--- src/rtl/pattern_merge_pipe.sv ---
// NAND-fold lane merger feeding a valid/ready pipeline of rotate-NAND mixing stages.
// Optional out_parity output is enabled by defining PATTERN_MERGE_PARITY_EN.
module pattern_merge_pipe #(
  parameter int WIDTH  = 5,
  parameter int LANES  = 3,
  parameter int STAGES = 2
) (
  input  logic                   blif_clk_net,
  input  logic                   blif_reset_net,
  input  logic [LANES*WIDTH-1:0] in_data,
  input  logic                   in_valid,
  output logic                   in_ready,
  output logic [WIDTH-1:0]       out_data,
  output logic                   out_valid,
  input  logic                   out_ready,
  output logic [7:0]             out_count
`ifdef PATTERN_MERGE_PARITY_EN
  ,
  output logic                   out_parity
`endif
);

  function automatic logic [WIDTH-1:0] nand_fold(
    input logic [LANES*WIDTH-1:0] v
  );
    logic [WIDTH-1:0] m;
    m = v[WIDTH-1:0];
    for (int i = 1; i < LANES; i++)
      m = ~(m & v[i*WIDTH +: WIDTH]);
    return m;
  endfunction

  function automatic logic [WIDTH-1:0] mix(
    input logic [WIDTH-1:0] d
  );
    return ~(d & {d[WIDTH-2:0], d[WIDTH-1]});
  endfunction

  logic [WIDTH-1:0]  data_q [STAGES];
  logic [WIDTH-1:0]  data_d [STAGES];
  logic [STAGES-1:0] valid_q;
  logic [STAGES-1:0] valid_d;
  logic [STAGES-1:0] load;
  logic [7:0]        count_q;
  logic [7:0]        count_d;

  // Ready ripples back from the output: a stage loads if empty or drained.
  always_comb begin
    logic acc;
    acc = out_ready;
    for (int k = STAGES - 1; k >= 0; k--) begin
      load[k] = ~valid_q[k] | acc;
      acc     = load[k];
    end
  end

  always_comb begin
    valid_d = valid_q;
    for (int k = 0; k < STAGES; k++)
      data_d[k] = data_q[k];
    if (load[0]) begin
      valid_d[0] = in_valid;
      data_d[0]  = nand_fold(in_data);
    end
    for (int k = 1; k < STAGES; k++) begin
      if (load[k]) begin
        valid_d[k] = valid_q[k-1];
        data_d[k]  = mix(data_q[k-1]);
      end
    end
  end

  assign count_d = count_q + {7'd0, valid_q[STAGES-1] & out_ready};

  always_ff @(posedge blif_clk_net or negedge blif_reset_net) begin
    if (!blif_reset_net) begin
      valid_q <= '0;
      count_q <= '0;
      for (int k = 0; k < STAGES; k++)
        data_q[k] <= '0;
    end else begin
      valid_q <= valid_d;
      count_q <= count_d;
      for (int k = 0; k < STAGES; k++)
        data_q[k] <= data_d[k];
    end
  end

`ifdef PATTERN_MERGE_PARITY_EN
  logic parity_q;

  always_ff @(posedge blif_clk_net or negedge blif_reset_net) begin
    if (!blif_reset_net)
      parity_q <= 1'b0;
    else
      parity_q <= ^data_d[STAGES-1];
  end

  assign out_parity = parity_q;
`endif

  assign in_ready  = load[0];
  assign out_data  = data_q[STAGES-1];
  assign out_valid = valid_q[STAGES-1];
  assign out_count = count_q;

endmodule

--- config.mk ---
export PLATFORM = sky130hd
export DESIGN_NAME = pattern_merge_pipe
export DESIGN_NICKNAME = d
export VERILOG_FILES = /design/src/rtl/pattern_merge_pipe.sv
export SDC_FILE = /design/constraint.sdc
export NUM_CORES = 1
export LEC_CHECK = 0
export CORE_MARGIN = 3
export CORE_UTILIZATION = 44
export CTS_CLUSTER_SIZE = 24
export DETAILED_ROUTE_END_ITERATION = 6
export HOLD_SLACK_MARGIN = 0.12
export PLACE_DENSITY_LB_ADDON = 0.15
export SYNTH_ARGS = -nofsm -noshare
export SYNTH_HDL_FRONTEND = slang
export SYNTH_SLANG_ARGS = --single-unit
--- constraint.sdc ---
create_clock -name blif_clk_net -period 1.9 [get_ports blif_clk_net]
set_input_delay 0.475 -clock blif_clk_net [delete_from_list [all_inputs] [get_ports blif_clk_net]]
set_output_delay 0.475 -clock blif_clk_net [all_outputs]
set_load 0.01 [all_outputs]
======== After elaboration in Yosys (flattened, before gate mapping) ========
Cells that the tools add are included.
W data, S select, Z words.
storage, ports and cells
  input port bits ......................... 19
  word-level logic and storage cells ...... 17
  output and inout bits ................... 15
  flip-flop bits (word level) ............. 20
cells by class
  add/subtract/negate cells ............... 1
  bitwise operators ....................... 11
operator list
  cell           number
  $and A5 B5 Y5  3
  $not A5 Y5     3
  $add A8 B1 Y8  1
  $not A1 Y1     2
  $or A1 B1 Y1   2
  $and A1 B1 Y1  1

======== Logic depth before layout (Yosys ltp) ========
  depth in word-level cells ............... 4
  gate-level depth with buffers ........... 5
  mapped depth without buffers ............ 5

======== Worst setup path before layout ========
Ideal clock, no wire load.
  path type ............................... input port to output port
  start ................................... in out_ready
  end ..................................... out in_ready
  stages .................................. 2
  setup slack ............................. 600 ps
  arrival time ............................ 825 ps
  data required time ...................... 1,425 ps
  path through ............................ nand3b_1 buf_2
between the ends
  word-level cells in the longest chain between the ends .. 2
ends and longest elaborated chain
  element                     RTL line  RTL
  from (decl)                 15        input logic out_ready,
  $or A1 B1 Y1 (2 in series)  52        load[k] = ~valid_q[k] | acc;
  to (decl)                   12        output logic in_ready,
No other way between the ends.

======== Worst setup path in the final report ========
Same ends and word-level chain as after synthesis.

==> metrics.log <==
INFO  metric nets_final = 127
INFO  metric synth.avg_cell_area = 11.3 sq um
INFO  metric ys_ff_latch = 20
INFO  metric area_growth = 46.1%
INFO  metric synth.largest_area_cell = sky130_fd_sc_hd__dfrtp_1
INFO  metric std_cell_rows = 15
INFO  metric routed-via-count = around 600
INFO  metric drive_gt1_share = 7.62%
INFO  metric worst_endpoint_data_arrival_time = around 1400 ps
INFO  metric first_iter_violations = 3
INFO  metric cts.root.buffer_cell = sky130_fd_sc_hd__clkbuf_4
INFO  metric drt_pass1_iterations = 2
INFO  metric finalSetupViolCount = 0
INFO  metric overflow = 0
INFO  metric totalPowerFinal = 1.34 mW
INFO  metric routabilityCongestion = ~0.73
INFO  metric relSlewSlack = between 70 and 80%
INFO  metric static-leakage-power = 0.508 nW
INFO  metric cp-start-kind = input port
INFO  metric synth_sequential_area_ratio = 60.7%
INFO  metric grt_pass1_vias = 525
INFO  metric clock_latency = 300 ps
INFO  metric routed_wire_length_per_instance = 10.5 um
INFO  metric clock_path_buffers = 2
INFO  metric cells_after_synthesis = between 70 and 80
INFO  metric route.detailed.vias_per_inst = 4.65
INFO  metric final-hold-violation-count = 0
INFO  metric min_period = roughly 1900 ps
INFO  metric clock_tree_skew_after_final_layout = 4.38 ps
INFO  metric synthesis.area = a little over 800 sq um
INFO  metric peakVddDrop = 0.000897 V
INFO  metric critical_path.slowest_cell = sky130_fd_sc_hd__clkdlybuf4s50_1
INFO  metric post-cts-setup-buffer-count = 0
INFO  metric cts_htree_levels = 1
INFO  metric path_class = in2out
INFO  metric drt.antenna.violating_nets = 0
INFO  metric period_share = 97.9%
INFO  metric maxSlewViolCount = 0
INFO  metric synth.distinct_cells = 16
INFO  metric final_util = 69.0%
INFO  metric dp_hpwl = ~1100 um
INFO  metric floorplan.io_pins = 34
INFO  metric maximum_fanout_along_the_worst_path = 3
INFO  metric fp.dieArea = 2430 sq um
INFO  metric rrSetupSlack = 560 ps
INFO  metric worst_hold_path_type = reg2reg
INFO  metric wirelength = 1360 um
INFO  metric worst_setup_path_end_kind = primary output
INFO  metric io_buffers = 33
INFO  metric cts_inserted_buffers = 3
INFO  metric chipHeight = 49.3 um
INFO  metric grt_setup_unrepaired = no
INFO  metric diodes = 0
INFO  metric detail_route.drc_violations = 0
INFO  metric setup_total_negative_slack = 0 ps
INFO  metric core_region_area = roughly 1700 sq um
INFO  metric maxClockFrequency = about 0.54 GHz
INFO  metric outcome = completed
INFO  metric first_pass_grt_wire_length = 2200 um
INFO  metric synth_fp_nets = 94
INFO  metric initial_util = 47.2%
INFO  metric cts.sinks = 20
INFO  metric cts_tree = built
INFO  metric synthTopCellsByArea = sky130_fd_sc_hd__dfrtp_1, sky130_fd_sc_hd__a31oi_1, sky130_fd_sc_hd__nor2_1
INFO  metric cp_cell_sequence = clkdlybuf4s50_1, nand3b_1, dlygate4sd2_1
INFO  metric fin_worst_hold_slack = 470 ps
INFO  metric maximum_number_of_pins_on_one_net_before_global_route_repair = 21
INFO  metric antenna_violations_before_repair = 0
INFO  metric max_cap_violations = 0
INFO  metric pwr_density_cell = approximately 1100 nW/um^2
INFO  metric clk_pin_slew_worst_paths = around 110 ps
INFO  metric post-synth-top-area-fraction = about three fifths
INFO  metric yosysWarningCount = 0
INFO  metric timing.critical_path.slowest_cell_delay = 410 ps
INFO  metric die_width = 49.3 um
INFO  metric cp.required = 1420 ps
INFO  metric timing_worst_slew_pin_value = 380 ps
INFO  metric grt_usage = between 10 and 15%
[what timing repair did]
action                                  4_1_cts  5_1_grt
resized for setup                             1        0
endpoints found under the setup margin        1        0
hold buffers                                  0        0
[cells in the mapped netlist, drive strengths merged]
library cell	instances
nand2	7
nand3	3
nor3	1
xnor2	3
nand2b	3
a31oi	10
nor2	11
and2	1
buf	7
xor2	3
nand3b	1
ha	2
dfrtp	20
and3	1
[final cells by class]
| cell class | instances | area (sq um) |
|---|---|---|
| Fill cell | 147 | 541 |
| Sequential cell | 20 | 500 |
| Timing Repair Buffer | 35 | 344 |
| Multi-Input combinational cell | 46 | 277 |
| Tap cell | 25 | 31.3 |
| Clock inverter | 1 | 30.0 |
| Clock buffer | 3 | 22.5 |
[stage by stage]
stage	instance area [sq um]	worst slack, ps	cells
floorplan	825	600	73
CTS	1200	32.2	130
finish	1200	39.5	130
global route	1200	3.30	130
detailed placement	1150	-218	126
global placement	1150	-216	126
[layout by cell type (no fill, tap or decap), drive strengths merged]
cell type      Yosys  final
a31oi             10     10
and2               1      1
and3               1      1
buf                7      2
bufinv             0      1
clkbuf             0      3
clkdlybuf4s50      0     32
dfrtp             20     20
dlygate4sd2        0      1
ha                 2      2
nand2              7      7
nand2b             3      3
nand3              3      3
nand3b             1      1
nor2              11     11
nor3               1      1
xnor2              3      3
xor2               3      3
[layer usage]
layer  track usage, %  vias up  part of all wire [%]
li1                 -      305                     -
met1             13.3      279                    43
met2             20.3       19                    49
met3             4.89        2                   6.8
met4             7.11        0                   1.2
met5                0        -                     0
[critical path, delay by kind of cell]
family                 cells  cell delay [ps]
buffers and inverters      2              710
AND/OR/NAND/NOR            1              190
[cell families after synthesis]
logic type | share of synthesized area [%]
flip-flops | 60.7
AO/OA/AOI/OAI | 7.59
buffers and inverters | 5.77
adder cells (fa/ha/maj) | 3.03
AND/OR/NAND/NOR | 16.5
XOR/XNOR | 6.37
[registers in the layout, summed over array words and instances (netlist names)]
signal,count
data_q,5
out_data,5
valid_q,2
out_count,8
[power by group]
part	switching (mW)	internal [mW]	total, mW	leakage (nW)
clock network	0.124	0.213	0.338	0.0279
registers	0.0930	0.523	0.616	0.231
logic	0.146	0.238	0.384	0.249
total	0.364	0.975	1.34	0.508
[worst paths after layout]
kind,start,to,cells past startpoint
setup reg to reg,valid_q[1]$_DFFE_PN0P_,out_count[6]$_DFF_PN0_,5
min in group asynchronous,blif_reset_net,out_count[7]$_DFF_PN0_,2
hold / removal,valid_q[0]$_DFFE_PN0P_,valid_q[1]$_DFFE_PN0P_,1
max in group asynchronous,blif_reset_net,out_count[1]$_DFF_PN0_,2
hold reg to reg,valid_q[0]$_DFFE_PN0P_,valid_q[1]$_DFFE_PN0P_,1
setup / recovery,out_ready,in_ready,3
Power figures use the tool's default switching activity.
